<file path="src/rtl/uart_pkg.sv">
// rtl/uart_pkg.sv - shared types and constants for the UART transmit arbiter
package uart_pkg;

    typedef enum logic [1:0] {
        ARB_IDLE,
        ARB_SEND,
        ARB_LOCK
    } arb_state_t;

    localparam int UART_BYTE_W = 8;

endpackage

</file>
<file path="src/rtl/uart_rr_pick.sv">
// rtl/uart_rr_pick.sv - combinational rotating-priority search starting after 'last'
module uart_rr_pick #(
    parameter int N_REQ = 4,
    localparam int ID_W = $clog2(N_REQ)
) (
    input  logic [N_REQ-1:0] req,
    input  logic [ID_W-1:0]  last,
    output logic             any,
    output logic [ID_W-1:0]  winner
);

    int              v_idx;
    logic [ID_W-1:0] w_idx;

    // Scan from the lowest-priority offset down so the nearest hit after 'last' overwrites the rest.
    always_comb begin
        any    = 1'b0;
        winner = '0;
        v_idx  = 0;
        w_idx  = '0;
        for (int off = N_REQ; off >= 1; off--) begin
            v_idx = (int'(last) + off) % N_REQ;
            w_idx = ID_W'(v_idx);
            if (req[w_idx]) begin
                any    = 1'b1;
                winner = w_idx;
            end
        end
    end

endmodule

</file>
<file path="src/rtl/uart_tx_arbiter.sv">
// rtl/uart_tx_arbiter.sv - round-robin byte arbiter in front of uart_tx; optional message lock via UART_ARB_LOCK_EN
module uart_tx_arbiter
    import uart_pkg::*;
#(
    parameter int N_REQ = 4,
    localparam int ID_W = $clog2(N_REQ)
) (
    input  logic                         clk_25mhz,
    input  logic                         reset_n,
    input  logic [N_REQ-1:0]             req_valid,
    input  logic [N_REQ*UART_BYTE_W-1:0] req_data,
    input  logic [N_REQ-1:0]             req_last,
    output logic [N_REQ-1:0]             req_ready,
    output logic                         tx_valid,
    output logic [UART_BYTE_W-1:0]       tx_data,
    input  logic                         tx_ready,
    output logic [ID_W-1:0]              grant_id,
    output logic                         busy
);

    arb_state_t             r_state;
    arb_state_t             w_state_next;
    logic [ID_W-1:0]        r_last;
    logic [ID_W-1:0]        r_grant_id;
    logic                   r_tx_valid;
    logic [UART_BYTE_W-1:0] r_tx_data;

    logic                   w_any;
    logic [ID_W-1:0]        w_winner;
    logic [ID_W-1:0]        w_sel;
    logic [N_REQ-1:0]       w_ready;
    logic                   w_accept;
    logic [UART_BYTE_W-1:0] w_bytes [N_REQ];

`ifdef UART_ARB_LOCK_EN
    logic                   r_last_flag;
`else
    logic                   w_unused_last;
    assign w_unused_last = ^req_last;
`endif

    uart_rr_pick #(.N_REQ(N_REQ)) u_pick (
        .req    (req_valid),
        .last   (r_last),
        .any    (w_any),
        .winner (w_winner)
    );

    always_comb begin
        for (int i = 0; i < N_REQ; i++) begin
            w_bytes[i] = req_data[i*UART_BYTE_W +: UART_BYTE_W];
        end
    end

    always_ff @(posedge clk_25mhz or negedge reset_n) begin
        if (!reset_n) begin
            r_state <= ARB_IDLE;
        end else begin
            r_state <= w_state_next;
        end
    end

    always_comb begin
        w_state_next = r_state;
        w_ready      = '0;
        w_sel        = w_winner;
        case (r_state)
            ARB_IDLE: begin
                if (w_any) begin
                    w_ready[w_winner] = 1'b1;
                    w_state_next      = ARB_SEND;
                end
            end
            ARB_SEND: begin
                if (tx_ready) begin
`ifdef UART_ARB_LOCK_EN
                    w_state_next = r_last_flag ? ARB_IDLE : ARB_LOCK;
`else
                    w_state_next = ARB_IDLE;
`endif
                end
            end
`ifdef UART_ARB_LOCK_EN
            ARB_LOCK: begin
                // Only the owner of the open message may continue; no timeout by design.
                w_sel               = r_grant_id;
                w_ready[r_grant_id] = req_valid[r_grant_id];
                if (req_valid[r_grant_id]) begin
                    w_state_next = ARB_SEND;
                end
            end
`endif
            default: begin
                w_state_next = ARB_IDLE;
            end
        endcase
    end

    assign w_accept = |(req_valid & w_ready);

    always_ff @(posedge clk_25mhz or negedge reset_n) begin
        if (!reset_n) begin
            r_tx_valid  <= 1'b0;
            r_tx_data   <= '0;
            r_grant_id  <= '0;
            r_last      <= ID_W'(N_REQ - 1);
`ifdef UART_ARB_LOCK_EN
            r_last_flag <= 1'b1;
`endif
        end else if (w_accept) begin
            r_tx_valid <= 1'b1;
            r_tx_data  <= w_bytes[w_sel];
            r_grant_id <= w_sel;
            if (r_state == ARB_IDLE) begin
                r_last <= w_sel;
            end
`ifdef UART_ARB_LOCK_EN
            r_last_flag <= req_last[w_sel];
`endif
        end else if (r_state == ARB_SEND && tx_ready) begin
            r_tx_valid <= 1'b0;
        end
    end

    assign req_ready = reset_n ? w_ready : '0;
    assign tx_valid  = r_tx_valid;
    assign tx_data   = r_tx_data;
    assign grant_id  = r_grant_id;
    assign busy      = (r_state != ARB_IDLE);

endmodule

</file>
<file path="config.mk">
export PLATFORM = sky130hd
export DESIGN_NAME = uart_tx_arbiter
export DESIGN_NICKNAME = d
export VERILOG_FILES = /design/src/rtl/uart_pkg.sv /design/src/rtl/uart_rr_pick.sv /design/src/rtl/uart_tx_arbiter.sv
export SDC_FILE = /design/constraint.sdc
export NUM_CORES = 1
export LEC_CHECK = 0
export CAP_MARGIN = 25
export CORE_UTILIZATION = 30
export CTS_CLUSTER_DIAMETER = 200
export DETAILED_ROUTE_END_ITERATION = 16
export PLACE_DENSITY = 0.74
export SLEW_MARGIN = 0
export SYNTH_ARGS = -nofsm -noshare
export SYNTH_HDL_FRONTEND = slang
export SYNTH_SLANG_ARGS = --single-unit
</file>
<file path="constraint.sdc">
create_clock -name clk_25mhz -period 1.9 [get_ports clk_25mhz]
set_input_delay 0.38 -clock clk_25mhz [delete_from_list [all_inputs] [get_ports clk_25mhz]]
set_output_delay 0.38 -clock clk_25mhz [all_outputs]
set_load 0.01 [all_outputs]
</file>
==> impl_metrics.csv, run 1 <==
group,metric,value,unit
synthesis,muxShareOfSynthArea,0.197,
power_and_ir_drop,power_density,846,nW/um^2
setup_path,r2r_end,"tx_data[0]",
finish,nets,199,
synthesis,synth_top_family_by_area,"multiplexers",
finish,area_delta_synth_final,79.5,%
global_routing,grt_pass1_wl,4.06,mm
synthesis,synth_simple_gate_area_share,0.148,
setup_path,critPathMaxFanout,4,
timing,tightest_slew,0.368,ns
clocking,clock_sinks,14,
finish,drive_gt1_frac,0.213,
finish,seq_area,353,um^2
timing,fin_hold_ws,0.434,ns
synthesis,ys_types,25,
detailed_routing,viasPerCell,4.90,
floorplanning,start_util,0.316,
global_routing,first_global_vias,961,
setup_path,start_kind,"flip-flop",
finish,n_fill_cell,265,
place,place.gp.congestion,0.745,
timing,relSlewSlack,0.754,
timing,fmax,0.465,GHz
run_status,status,"finished, violations left",
setup_path,cp.arrival,1.77,ns
setup_path,critPathBufInv,1,
global_routing,grt_usage,0.167,
global_routing,grt_overflow,0,
clocking,cts_buffers,3,
timing,finalHoldViolations,0,
setup_path,slowest_stage,"dfstp_2",
setup_path,critical_path.endpoint_type,"output port",
setup_path,required,1.52,ns
power_and_ir_drop,ir_worst_vdd,0.661,mV
floorplanning,die_w,55.7,um
timing,finalSetupViolCount,4,
synthesis,synth_area_per_cell,9.94,um^2
synthesis,synth_ff_type,"dfrtp_1",
global_routing,grt_max_degree,15,
detailed_routing,drc_errors,0,
setup_path,path_delay_family,"flip-flops",
clocking,cts_root_buf,"clkbuf_4",
floorplanning,row_count,19,
job,maxCapViolations,0,
synthesis,synth_seq_cells,14,
setup_path,crit_chain,"mux2i_1 > o22ai_1 > a21oi_2 > or3_1 > nor2_1 > buf_2",
timing,rsz0062_at_grt,"yes",
finish,multi_input_area,472,um^2
floorplanning,core-area,2730,um^2
clocking,cts.path.max_buffers,2,
place,port_buffers,54,
synthesis,seq_area_frac_synth,0.408,
timing,fin_ws,-0.251,ns
timing,maxSlewViolCount,0,
setup_path,worstRegToRegCells,7,
setup_path,crit_path_max_incr_delay,0.57,ns
timing,fin_skew,0.00367,ns
synthesis,synth_compound_gate_area_share,0.177,
clocking,hold_buffers,0,
run_status,violations,"negative setup slack",
clocking,cts.reportedPaths.clkPinSlew,0.08,ns
clocking,cts_tree,"done",
floorplanning,die_area,3100,um^2
setup_path,path_class,"flip-flop to output port",
floorplanning,die_y,55.7,um
synthesis,synth_xor_area_frac,0,
timing,period_share,1.13,
floorplanning,io_pins,59,
clocking,htree_num_levels,1,
detailed_routing,ant_nets,0,
finish,finalNonFillerCells,186,
power_and_ir_drop,power_leakage,0.000723,uW
synthesis,syn-num-nets,130,
timing,min_period,2.15,ns
detailed_routing,dr.pass1.iters,2,
global_routing,antenna_found_initial,0,
detailed_routing,drt_iter0_markers,6,
synthesis,synthesis.area,865,um^2
detailed_routing,wl_per_cell,12.9,um
synthesis,ys_warn_count,0,
detailed_routing,wl,2.41,mm
place,dp_cells,181,
setup_path,r2r_slack,0.14,ns
clocking,clkLatencyLatePin,0.28,ns
finish,antenna_cells,0,
detailed_routing,vias,912,
synthesis,netlist_instances,87,
synthesis,synth-edff-count,0,
setup_path,worstReg2RegStart,"r_last[1]",
synthesis,synthArstFlopShare,1.00,
place,dpl.hpwl,1.95,mm
synthesis,yosys.area_share.adder,0,
min_path,hp-class,"primary input to asynchronous set/reset pin",
-- per-stage QoR --
step	utilization	setup WS [ns]	power, uW	area (um^2)	TNS [ns]
floorplan	-	0.115	759	865	0
global placement	0.551	-0.656	1080	1510	-3.71
detailed placement	0.551	-0.718	1100	1510	-4.34
CTS	0.561	-0.247	1310	1530	-0.953
global route	0.568	-0.388	1400	1550	-1.46
finish	0.568	-0.251	1310	1550	-0.959
-- layout make-up --
class / instances / share of cell area
tap: 31 / 0.0250
inverter: 5 / 0.0121
clock buffer: 4 / 0.0234
sequential: 14 / 0.227
multi-input combinational: 63 / 0.304
timing repair buffer: 69 / 0.408
-- what timing repair did --
item / 4_1_cts / 5_1_grt
setup buffers: 0 / 1
endpoints found under the setup margin: 4 / 12
gates resized for setup: 23 / 3
pin swaps: 2 / 3
-- state kept, by name, indices dropped and copies added (netlist names) --
name,cells
grant_id,2
tx_data,8
tx_valid,1
r_last,2
r_state,1
-- synthesized netlist by cell type, types with 2 or more instances --
library cell / instances / share of area
a21o_1: 2 / 0.017
a21oi_1: 4 / 0.023
a31oi_1: 2 / 0.014
buf_6: 3 / 0.039
dfrtp_1: 12 / 0.35
dfstp_2: 2 / 0.061
inv_1: 4 / 0.017
mux2i_1: 17 / 0.20
nand2_1: 9 / 0.039
nand2b_1: 5 / 0.036
nor2_1: 5 / 0.022
nor3_2: 2 / 0.023
o221ai_1: 8 / 0.081
-- per-layer routing --
| layer | GRT usage | vias to the layer above | share of wire | wire length [um] |
|---|---|---|---|---|
| met2 | 0.322 | 30 | 0.55 | 1310 |
| met3 | 0.0488 | 2 | 0.059 | 142 |
| met1 | 0.174 | 428 | 0.39 | 930 |
| met4 | 0.0429 | 0 | 0.0079 | 19 |
| li1 | - | 452 | - | - |
| met5 | 0 | - | 0 | 0 |
-- where the power goes --
part           switching (uW)  internal, uW  leakage (uW)
registers                52.3           392      0.000166
logic                     270           390      0.000536
clock network            92.1           116     0.0000210
-- cell families after synthesis --
group	after synthesis
AO/OA/AOI/OAI	21
multiplexers	17
flip-flops	14
buffers and inverters	10
AND/OR/NAND/NOR	25
-- cell usage in the layout (no fill, tap or decap), drive strengths merged --
cell type	n
dfstp	2
and2	1
nor2b	1
nor2	5
a21o	2
nand2	9
o221ai	8
mux2i	17
a31oi	2
dlygate4sd2	3
nand2b	5
or3	1
a21boi	1
nor3	2
o21a	1
o21ai	1
clkdlybuf4s50	47
nand3	1
clkbuf	4
inv	5
a21oi	5
buf	19
dfrtp	12
o22ai	1
-- how the worst max path moves through the flow --
stage | endpoint | slack, ns | depth (start not counted) | start
after floorplan | req_ready[0] | 0.12 | 6 | r_last[1]
after global placement | req_ready[3] | -0.66 | 7 | req_valid[1]
after detailed placement | req_ready[3] | -0.72 | 7 | req_valid[1]
after CTS | req_ready[2] | -0.25 | 7 | r_last[1]
after global routing | req_ready[2] | -0.39 | 7 | r_last[1]
final | req_ready[3] | -0.25 | 6 | r_last[1]
Note: power is estimated with default switching activity, not from simulation.
==> run 2: changes to the inputs <==
- CORE_MARGIN: not set -> 2
- CTS_BUF_LIST: not set -> sky130_fd_sc_hd__clkbuf_4 sky130_fd_sc_hd__clkbuf_8
==> run 2 against run 1 <==
  * The run still ends with negative setup slack left
  * Sequential share of layout area fell by 0.86 points
  * Total power increased by 3.0%
  * Setup slack got worse by 0.054 ns
  * Combinational power rose by 8.0%
==> impl_metrics.csv, run 2 (synthesized netlist as in run 1, its figures left out) <==
group,metric,value,unit
run_status,status,"finished, violations left",
run_status,violations,"negative setup slack",
timing,rsz0062_at_grt,"yes",
detailed_routing,drt_iter0_markers,14,
setup_path,crit_chain,"buf_6 > nor2b_4 > o21ai_2 > a21oi_2 > or3_4 > nor2_2 > buf_2",
power_and_ir_drop,seqPwrFrac,0.333,
setup_path,cp.arrival,1.83,ns
detailed_routing,drc_errors,0,
place,port_buffers,54,
clocking,clock_sinks,14,
power_and_ir_drop,ir_worst_vdd,0.606,mV
global_routing,antenna_found_initial,0,
setup_path,critPathMaxFanout,3,
power_and_ir_drop,internal-power,908,uW
setup_path,crit_path_max_incr_delay,0.57,ns
timing,min_period,2.21,ns
timing,maxSlewViolCount,0,
clocking,cts_buffers,3,
finish,final_cell_mix,"clkdlybuf4s50_1, mux2i_1, buf_4",
detailed_routing,vias,929,
timing,fin_skew,0.00683,ns
timing,fin_hold_ws,0.431,ns
setup_path,slowest_stage,"dfstp_2",
clocking,clkLatencyLatePin,0.28,ns
floorplanning,core-area,2760,um^2
finish,antenna_cells,0,
power_and_ir_drop,pwr-share-comb,0.527,
clocking,cts.path.max_buffers,2,
place,place.gp.congestion,0.748,
timing,finalHoldViolations,0,
timing,fmax,0.453,GHz
finish,nets,201,
detailed_routing,wl,2.67,mm
setup_path,critical_path.endpoint_type,"output port",
timing,period_share,1.16,
job,maxCapViolations,0,
power_and_ir_drop,switching_power,444,uW
global_routing,grt_max_degree,15,
detailed_routing,routedLengthMet1,1.03,mm
global_routing,grt_usage,0.176,
timing,fin_ws,-0.306,ns
setup_path,start_kind,"flip-flop",
detailed_routing,wl_per_cell,14.2,um
power_and_ir_drop,power_density,839,nW/um^2
place,dp_cells,181,
place,dpl.hpwl,2.12,mm
setup_path,critPathBufInv,2,
finish,area_delta_synth_final,86.5,%
floorplanning,die_area,3330,um^2
floorplanning,start_util,0.314,
power_and_ir_drop,p_sw_frac,0.329,
detailed_routing,dr.pass1.iters,4,
power_and_ir_drop,power_leakage,0.000749,uW
setup_path,path_class,"flip-flop to output port",
detailed_routing,viasPerCell,4.94,
clocking,cts_root_buf,"clkbuf_4",
detailed_routing,ant_nets,0,
timing,relSlewSlack,0.752,
clocking,cts.reportedPaths.clkPinSlew,0.08,ns
clocking,hold_buffers,0,
global_routing,grt_overflow,0,
detailed_routing,highest_layer,"met4",
global_routing,grt_pass1_wl,4.42,mm
min_path,hp-class,"primary input to asynchronous set/reset pin",
setup_path,path_delay_family,"flip-flops",
detailed_routing,wl_met3,136,um
setup_path,required,1.52,ns
floorplanning,io_pins,59,
floorplanning,row_count,19,
clocking,cts_tree,"done",
finish,final_common_cell,"clkdlybuf4s50_1",
global_routing,first_global_vias,1008,
timing,finalSetupViolCount,4,
floorplanning,die_y,57.7,um
clocking,htree_num_levels,1,
timing,tightest_slew,0.370,ns
power_and_ir_drop,power_frac_clock,0.140,
floorplanning,die_w,57.7,um
detailed_routing,route.met2.wl,1.43,mm
finish,finalNonFillerCells,188,
finish,drive_gt1_frac,0.274,
finish,largest_register_ffs,8,
run 2: layout make-up:
| type | count | area (um^2) |
|---|---|---|
| sequential | 14 | 353 |
| multi-input combinational | 63 | 515 |
| clock buffer | 4 | 30.0 |
| fill | 249 | 1140 |
| inverter | 5 | 18.8 |
| tap | 31 | 38.8 |
| timing repair buffer | 71 | 657 |
run 2: path summary, 6_finish.rpt:
kind                        startpoint           end  slack (ns)  depth (start not counted)
max                          r_last[1]  req_ready[1]       -0.31                          7
min                            reset_n      tx_valid        0.43                          2
max reg2reg                  r_last[1]    tx_data[7]        0.09                          8
min reg2reg                grant_id[1]   grant_id[1]        0.49                          1
max in group asynchronous      reset_n     r_last[0]        1.22                          2
min in group clk_25mhz     grant_id[1]   grant_id[1]        0.49                          1
run 2: through the flow:
stage                     power, uW  utilization  setup TNS, ns  setup slack, ns  cell area (um^2)
after floorplan                 759            -              0            0.115               865
after global placement         1080        0.546          -4.20           -0.657              1510
after detailed placement       1100        0.546          -5.09           -0.724              1510
after CTS                      1320        0.563          -1.12           -0.309              1550
after global routing           1450        0.585          -1.54           -0.381              1610
final                          1350        0.585          -1.06           -0.306              1610
run 2: per-layer routing:
metal / vias to the layer above / global-route usage
met2: 32 / 0.330
met4: 0 / 0.0831
met1: 432 / 0.178
met3: 6 / 0.0491
li1: 459 / -
met5: - / 0
run 2: power by group through the flow:
stage                     Combinational (uW)  Sequential, uW  Clock (uW)
after detailed placement                 650             454           0
after global routing                     771             463         212
after CTS                                675             448         195
after global placement                   633             448           0
final                                    713             450         189
after floorplan                          274             485           0
run 2: timing repair:
item	CTS	global route
endpoints found under the hold margin	0	0
pin swaps	4	5
setup buffers	3	0
resized for setup	21	13
setup endpoints to repair	4	12
==> run 3: changes to the inputs <==
- clock period: 1.9 -> 2.25 ns (I/O delays scaled with it)
==> run 3 against run 2 <==
  * The flow now finishes without violations
  * Count of clock-buffer cells in the layout stayed put
  * Wire length is 5.9% lower
  * First-iteration DRC count stayed put
  * Die area stayed put
  * Final cell count is 1.6% lower
  * Sequential power is 16% lower
==> impl_metrics.csv, run 3 (synthesized netlist as in run 1, its figures left out) <==
group,metric,value,unit
clocking,clock_sinks,14,
floorplanning,start_util,0.314,
clocking,htree_num_levels,1,
setup_path,critical_path.endpoint_type,"output port",
global_routing,use_met2,0.302,
clocking,cts.path.max_buffers,2,
job,maxCapViolations,0,
timing,rsz0062_at_grt,"yes",
detailed_routing,vias,936,
detailed_routing,wl,2.51,mm
floorplanning,row_count,19,
min_path,hp-class,"flip-flop to flip-flop",
clocking,cts_tree,"done",
finish,final_common_cell,"clkdlybuf4s50_1",
place,dp_slack,-0.524,ns
finish,largest_register_ffs,8,
setup_path,crit_path_max_incr_delay,0.49,ns
timing,finalSetupViolCount,0,
floorplanning,core-area,2760,um^2
setup_path,path_delay_family,"buffers and inverters",
global_routing,grt_usage,0.159,
power_and_ir_drop,power_leakage,0.000715,uW
run_status,status,"finished clean",
finish,area_delta_synth_final,77.9,%
min_path,min_path_cells,1,
timing,tns,0,ns
clocking,cts_buffers,3,
detailed_routing,wl_per_cell,13.6,um
floorplanning,die_y,57.7,um
global_routing,grt_use_met3,0.0357,
global_routing,grt_pass1_wl,4.10,mm
setup_path,cp.depth,7,
finish,n_fill_cell,269,
setup_path,critPathBufInv,3,
setup_path,start_kind,"primary input",
detailed_routing,drc_errors,0,
clocking,cts.reportedPaths.clkPinSlew,0.08,ns
finish,seq_area,353,um^2
global_routing,antenna_found_initial,0,
global_routing,grt_max_degree,15,
setup_path,worstRegToRegCells,7,
finish,final_cell_mix,"clkdlybuf4s50_1, mux2i_1, buf_4",
global_routing,grt_util_met1,0.178,
place,port_buffers,54,
floorplanning,die_area,3330,um^2
detailed_routing,viasPerCell,5.06,
clocking,cts_root_buf,"clkbuf_4",
setup_path,critPathMaxFanout,3,
global_routing,grt_overflow,0,
place,place.gp.congestion,0.753,
clocking,clkLatencyLatePin,0.28,ns
timing,fin_skew,0.00476,ns
finish,multi_input_area,469,um^2
timing,fmax,0.448,GHz
timing,min_period,2.23,ns
timing,period_share,0.993,
detailed_routing,drt_iter0_markers,14,
floorplanning,die_w,57.7,um
global_routing,grt.busiest_layer,"met2",
timing,maxSlewViolCount,0,
detailed_routing,dr.pass1.iters,4,
timing,tightest_slew,0.380,ns
global_routing,first_global_vias,948,
finish,finalNonFillerCells,185,
setup_path,path_class,"primary input to output port",
floorplanning,io_pins,59,
power_and_ir_drop,ir_worst_vdd,0.471,mV
setup_path,required,1.80,ns
place,dpl.hpwl,2.03,mm
power_and_ir_drop,total_power,1100,uW
setup_path,cp.arrival,1.78,ns
timing,relSlewSlack,0.745,
timing,fin_ws,0.0155,ns
setup_path,crit_chain,"clkdlybuf4s50_1 > inv_1 > nand3_1 > nand2b_1 > or3_1 > nor2_1 > buf_2",
finish,nets,198,
detailed_routing,ant_nets,0,
setup_path,slowest_stage,"clkdlybuf4s50_1",
place,dp_cells,179,
finish,antenna_cells,0,
timing,finalHoldViolations,0,
finish,drive_gt1_frac,0.201,
power_and_ir_drop,power_density,716,nW/um^2
run 3: changes by cell type in the layout (fill, tap and decap cells not counted), sizes merged:
cell	previous run	this run
dlygate4sd2	1	3
clkdlybuf4s50	48	47
dlymetal6s2s	1	0
buf	21	18
run 3: layer usage:
metal,part of all wire,vias to the layer above
li1,-,452
met5,0,-
met1,0.39,448
met2,0.54,34
met4,0.0080,0
met3,0.062,2
run 3: layout make-up:
cell class | count | share of cell area
Clock buffer | 4 | 0.0236
Timing Repair Buffer | 68 | 0.404
Multi-Input combinational cell | 63 | 0.305
Sequential cell | 14 | 0.229
Tap cell | 31 | 0.0252
Inverter | 5 | 0.0122
run 3: worst paths after layout:
kind                                    from            to  slack [ns]
worst max-delay path            req_valid[0]  req_ready[1]        0.02
worst min-delay path             grant_id[1]   grant_id[1]        0.49
worst max register to register     r_last[1]    tx_data[4]        0.43
worst min register to register   grant_id[1]   grant_id[1]        0.49
max in group asynchronous            reset_n     r_last[0]        1.51
min in group asynchronous            reset_n    tx_data[2]        0.50
run 3: repair_timing:
| item | in CTS | in global routing |
|---|---|---|
| resized for setup | 21 | 3 |
| endpoints found under the setup margin | 4 | 4 |
| setup buffers | 0 | 2 |
| pin swaps | 1 | 4 |
| hold buffers | 0 | 0 |
run 3: through the flow:
step	util	area [um^2]	hold WS, ns
after floorplan	-	865	0.154
after global placement	0.541	1490	0.466
after detailed placement	0.541	1490	0.473
after CTS	0.548	1510	0.495
after global routing	0.558	1540	0.508
final	0.558	1540	0.491
run 3: power breakdown:
part           leakage [uW]  internal [uW]  switching [uW]
Combinational      0.000529            323             223
Sequential         0.000166            331            46.7
Clock             0.0000210           98.4            78.6
Total              0.000715            753             348
==> RTL change 1, RTL diff (config.mk and constraints of run 1) <==
Re-encode `arb_state_t` (3 states) as one-hot, 3 bits wide.
--- a/src/rtl/uart_pkg.sv
+++ b/src/rtl/uart_pkg.sv
@@ -2,8 +2,8 @@
 package uart_pkg;
 
-    typedef enum logic [1:0] {
-        ARB_IDLE,
-        ARB_SEND,
-        ARB_LOCK
+    typedef enum logic [2:0] {
+        ARB_IDLE = 3'b001,
+        ARB_SEND = 3'b010,
+        ARB_LOCK = 3'b100
     } arb_state_t;
 
Function: no difference found for any inputs over 10 cycles, from zero or initial values and one cycle with reset_n low; not proved beyond that.
==> RTL change 1 against run 1 <==
- the run still ends with negative setup slack left
- final area is 17% higher
- highest routed layer unchanged
- sequential cell count is 1 higher
- non-clock buffer count is 9 higher
- routed wire length is 32% higher
- count of clock-buffer cells in the layout is 1 lower
- area after synthesis is 19% higher
- setup slack better by 0.016 ns
- largest cell class unchanged
- critical path type unchanged
Power is not compared: it rests on default switching activity, and its combinational part moved more than twofold at a synthesized area within 25%.
==> RTL change 1: results (changes against run 1) <==
status -> finished, violations left (unchanged)
failing checks -> negative setup slack (unchanged)
Reg clk slew, reported paths -> 0.10 ns (was 0.08 ns)
Antenna diodes -> 0 (unchanged)
top cell type's share of synthesized area -> 0.292 (was 0.347)
drt pass-1 iters -> 4 (was 2)
WL final -> 3.17 mm (was 2.41 mm)
largest net degree at the start of global routing -> 17 (was 15)
initial drt markers -> 18 (was 6)
H-tree Lvls -> 1 (unchanged)
clk_skew -> 0.00651 ns (was 0.00367 ns)
Worst path top cell family by delay -> flip-flops (unchanged)
worst endpoint data arrival time -> 1.76 ns
Max IR drop VDD -> 0.000569 V
dpl cell area -> 0.00174 mm2 (was 0.00151 mm2)
Final ANT Viol Nets -> 0 (unchanged)
CP max FO -> 6 (was 4)
Post-DP HPWL -> 2.44 mm (was 1.95 mm)
Commonest cells post-synth -> dfrtp_1, nand2_1, and3_1, nor2_1 (was mux2i_1, dfrtp_1, nand2_1, o221ai_1)
initial antenna violation count -> 0 (unchanged)
CP max stage cell -> dfstp_2 (unchanged)
vias in the first global route -> 1164 (was 961)
ratio of cells with drive above 1 in the final layout -> 0.271 (was 0.213)
syn nets -> 154 (was 130)
Max clock buf depth -> 2 (unchanged)
P_leak -> 0.803 nW
worst min path class -> reg -> reg (was in -> async)
count of final setup violators -> 4 (unchanged)
Final Worst Setup Slack -> -0.236 ns (was -0.251 ns)
GRT Overall Usage -> 0.194 (was 0.167)
Setup WS pre-CTS -> -0.736 ns (was -0.718 ns)
Layout Nets -> 232 (was 199)
first-pass GRT wire length -> 5.16 mm (was 4.06 mm)
Synth cell types -> 30 (was 25)
slew margin rel. -> 0.765 (was 0.754)
Max stage delay on crit path -> 0.61 ns (was 0.57 ns)
clk_lat worst skew -> 0.29 ns
flip-flop count of the largest register after layout -> 8 (unchanged)
leading cell types by total area after synthesis -> dfrtp_1, mux2i_1, dfstp_2 (was dfrtp_1, mux2i_1, o221ai_1)
Synth Flop Type -> dfrtp_1 (unchanged)
Syn. warnings -> 0 (unchanged)
RD Place Congestion -> 0.888 (was 0.745)
I/O Buffers -> 54 (unchanged)
part of the Yosys area used for sequential elements -> 0.368 (was 0.408)
cts bufs inserted -> 3 (unchanged)
total number of vias -> 1138 (was 912)
Net Sw Power -> 0.000914 W
-- RTL change 1: cell count changes after synthesis, sizes merged, moves of 4 or more --
cell | before | now
nor2 | 5 | 9
o21ai | 1 | 11
and3 | 0 | 9
mux2i | 17 | 8
nand2 | 9 | 15
a21boi | 1 | 9
o221ai | 8 | 0
o211ai | 0 | 8
-- RTL change 1: worst min-delay path, delay by kind of cell, from the launching register on --
| kind | cells | cell delay, ns |
|---|---|---|
| DFF | 1 | 0.36 |
| and+or+nand+nor | 1 | 0.04 |
| AOI/OAI and AO/OA | 1 | 0.06 |
-- RTL change 1: final cells by class --
type                            count  area [um2]
Timing Repair Buffer               78         702
Inverter                            3        11.3
Clock buffer                        3        22.5
Sequential cell                    15         379
Fill cell                         309        1340
Multi-Input combinational cell     88         638
Clock inverter                      1        5.00
Tap cell                           44        55.1
-- RTL change 1: routing by layer --
| layer | routed length (um) | up-vias | global-route usage |
|---|---|---|---|
| met2 | 1640 | 42 | 0.352 |
| met3 | 185 | 6 | 0.0405 |
| met5 | 0 | - | 0 |
| met1 | 1300 | 530 | 0.220 |
| met4 | 41 | 0 | 0.0812 |
| li1 | - | 560 | - |
-- RTL change 1: path summary, 6_finish.rpt --
| kind | cells past startpoint | endpoint | slack (ns) | startpoint |
|---|---|---|---|---|
| setup / recovery | 5 | req_ready[1] | -0.24 | r_last[1]$_DFFE_PN1P_ |
| hold / removal | 2 | grant_id[1]$_DFFE_PN0P_ | 0.49 | grant_id[1]$_DFFE_PN0P_ |
| setup reg to reg | 7 | tx_data[6]$_DFFE_PN0P_ | 0.04 | r_last[1]$_DFFE_PN1P_ |
| hold reg to reg | 2 | grant_id[1]$_DFFE_PN0P_ | 0.49 | grant_id[1]$_DFFE_PN0P_ |
| max in group asynchronous | 2 | r_last[0]$_DFFE_PN1P_ | 1.17 | reset_n |
| min in group asynchronous | 2 | tx_data[4]$_DFFE_PN0P_ | 0.50 | reset_n |
-- RTL change 1: metrics by stage --
step | power (W) | utilization | TNS [ns] | std cells
floorplan | 0.00137 | - | 0 | 111
global placement | 0.00201 | 0.553 | -5.57 | 225
finish | 0.00232 | 0.575 | -0.892 | 232
global route | 0.00250 | 0.575 | -1.06 | 232
CTS | 0.00231 | 0.571 | -0.772 | 231
detailed placement | 0.00206 | 0.553 | -6.41 | 225
-- RTL change 1: cell families after synthesis --
logic type	after synthesis	share of synthesized area
DFF	15	0.368
muxes	9	0.0923
AOI/OAI and AO/OA	35	0.254
buffers and inverters	8	0.0498
and+or+nand+nor	44	0.236
-- RTL change 1: what timing repair did --
item                       in CTS  in global routing
resized for setup              28                  2
pin swaps                       6                  3
buffers inserted                2                  1
setup endpoints to repair       6                  5
==> RTL change 2, RTL diff (flow settings as in run 1) <==
Without the edit above. Set the package constant `UART_BYTE_W` to 9 (it was 8).
--- a/src/rtl/uart_pkg.sv
+++ b/src/rtl/uart_pkg.sv
@@ -8,5 +8,5 @@
     } arb_state_t;
 
-    localparam int UART_BYTE_W = 8;
+    localparam int UART_BYTE_W = 9;
 
 endpackage
Ports: changed (resized req_data and tx_data); port bits go from 59 to 64. The function was not compared with the original's and may differ.
==> RTL change 2 against run 1 <==
- the flow still finishes with violations (negative setup slack)
- final area is 15% higher
- routed wire length up 26%
- area after synthesis grew 9.1%
- first-iteration DRC count grew to 2.7 times the old value
- setup slack better by 0.035 ns
- sequential cell count grew 1
Power is not compared: it rests on default switching activity, and its combinational part moved more than twofold at a synthesized area within 25%.
==> RTL change 2: results (changes against run 1) <==
CP max FO -> 5 (was 4)
Placed Cells -> 199 (was 181)
ratio of cells with drive above 1 in the final layout -> 0.268 (was 0.213)
initial antenna violation count -> 0 (unchanged)
Max clock buf depth -> 2 (unchanged)
Fin Setup TNS -> -0.785 ns (was -0.959 ns)
fill count -> 245 (was 265)
PD cells -> 1300 mW/mm2
largest net degree at the start of global routing -> 16 (was 15)
Final clock-cell share -> 0.0148 (was 0.0234)
total number of vias -> 998 (was 912)
dpl cell area -> 0.00164 mm2 (was 0.00151 mm2)
fraction of cell area in non-clock buffers -> 0.403 (was 0.408)
r2r worst-path depth -> 6 (was 7)
clk_lat worst skew -> 0.28 ns (about the same)
Synth cell types -> 27 (was 25)
syn nets -> 139 (was 130)
clk_skew -> 0.00395 ns (was 0.00367 ns)
vias in the first global route -> 1131 (was 961)
drt pass-1 iters -> 4 (was 2)
flip-flop count of the largest register after layout -> 9 (was 8)
I/O Buffers -> 59 (was 54)
worst slew pin tran -> 0.264 ns (was 0.368 ns)
count of final setup violators -> 4 (unchanged)
multi-input gate count -> 69 (was 63)
H-tree Lvls -> 1 (unchanged)
number of non-clock inverters -> 4 (was 5)
Seq cells post-synth -> 15 (was 14)
Commonest cells post-synth -> mux2i_1, nand2_1, dfrtp_1, o221ai_1, inv_1 (was mux2i_1, dfrtp_1, nand2_1, o221ai_1)
leading cell types by total area after synthesis -> dfrtp_1, mux2i_1, o221ai_1 (unchanged)
multiplexer share of the synthesized area -> 0.202 (was 0.197)
Setup WS pre-CTS -> -0.703 ns (was -0.718 ns)
Max stage delay on crit path -> 0.60 ns (was 0.57 ns)
initial drt markers -> 16 (was 6)
FF-to-FF End -> tx_data[2]$_DFFE_PN0P_ (was tx_data[0]$_DFFE_PN0P_)
first-pass GRT wire length -> 4.73 mm (was 4.06 mm)
worst endpoint data arrival time -> 1.74 ns (was 1.77 ns)
non-filler cells, final -> 210 (was 186)
WL final -> 3.03 mm (was 2.41 mm)
Sequential Area -> 378 um2 (was 353 um2)
worst min path class -> reg -> reg (was in -> async)
design area -> 0.00178 mm2 (was 0.00155 mm2)
Hold WS -> 0.480 ns (was 0.434 ns)
RD Place Congestion -> 0.793 (was 0.745)
synth-to-layout area growth -> 88.7% (was 79.5%)
Final Worst Setup Slack -> -0.216 ns (was -0.251 ns)
syn avg cell area -> 10.3 um2 (was 9.94 um2)
Post-DP HPWL -> 2.23 mm (was 1.95 mm)
number of non-clock buffers -> 76 (was 69)
GRT Overall Usage -> 0.185 (was 0.167)
Compound-Gate Fraction of Synth Area -> 0.196 (was 0.177)
area of the multi-input gates -> 591 um2 (was 472 um2)
part of the Yosys area used for sequential elements -> 0.401 (was 0.408)
Layout Nets -> 216 (was 199)
failing checks -> negative setup slack (unchanged)
status -> finished, violations left (unchanged)
Reg2Reg Setup Slack -> 0.09 ns (was 0.14 ns)
Worst path top cell family by delay -> flip-flops (unchanged)
## RTL change 2: how the worst max path moves through the flow
stage                          startpoint           end  slack (ns)  cells after the start
floorplan           r_last[1]$_DFFE_PN1P_  req_ready[2]        0.05                      5
CTS                 r_last[1]$_DFFE_PN1P_  req_ready[3]       -0.19                      7
finish              r_last[1]$_DFFE_PN1P_  req_ready[2]       -0.22                      6
detailed placement           req_valid[3]  req_ready[1]       -0.70                      6
global placement             req_valid[3]  req_ready[1]       -0.62                      6
global route        r_last[1]$_DFFE_PN1P_  req_ready[1]       -0.34                      6
## RTL change 2: repair_timing
item                                    4_1_cts  5_1_grt
pin swaps                                     6        4
endpoints found under the hold margin         0        0
gates cloned                                  0        1
buffers inserted                              8        1
gates resized for setup                      29        9
endpoints found under the setup margin        4       15
## RTL change 2: layer usage
layer,vias up,track usage,share of wire
met1,461,0.209,0.43
met2,42,0.338,0.51
met3,6,0.0357,0.049
met4,0,0.0782,0.015
met5,-,0,0
li1,489,-,-
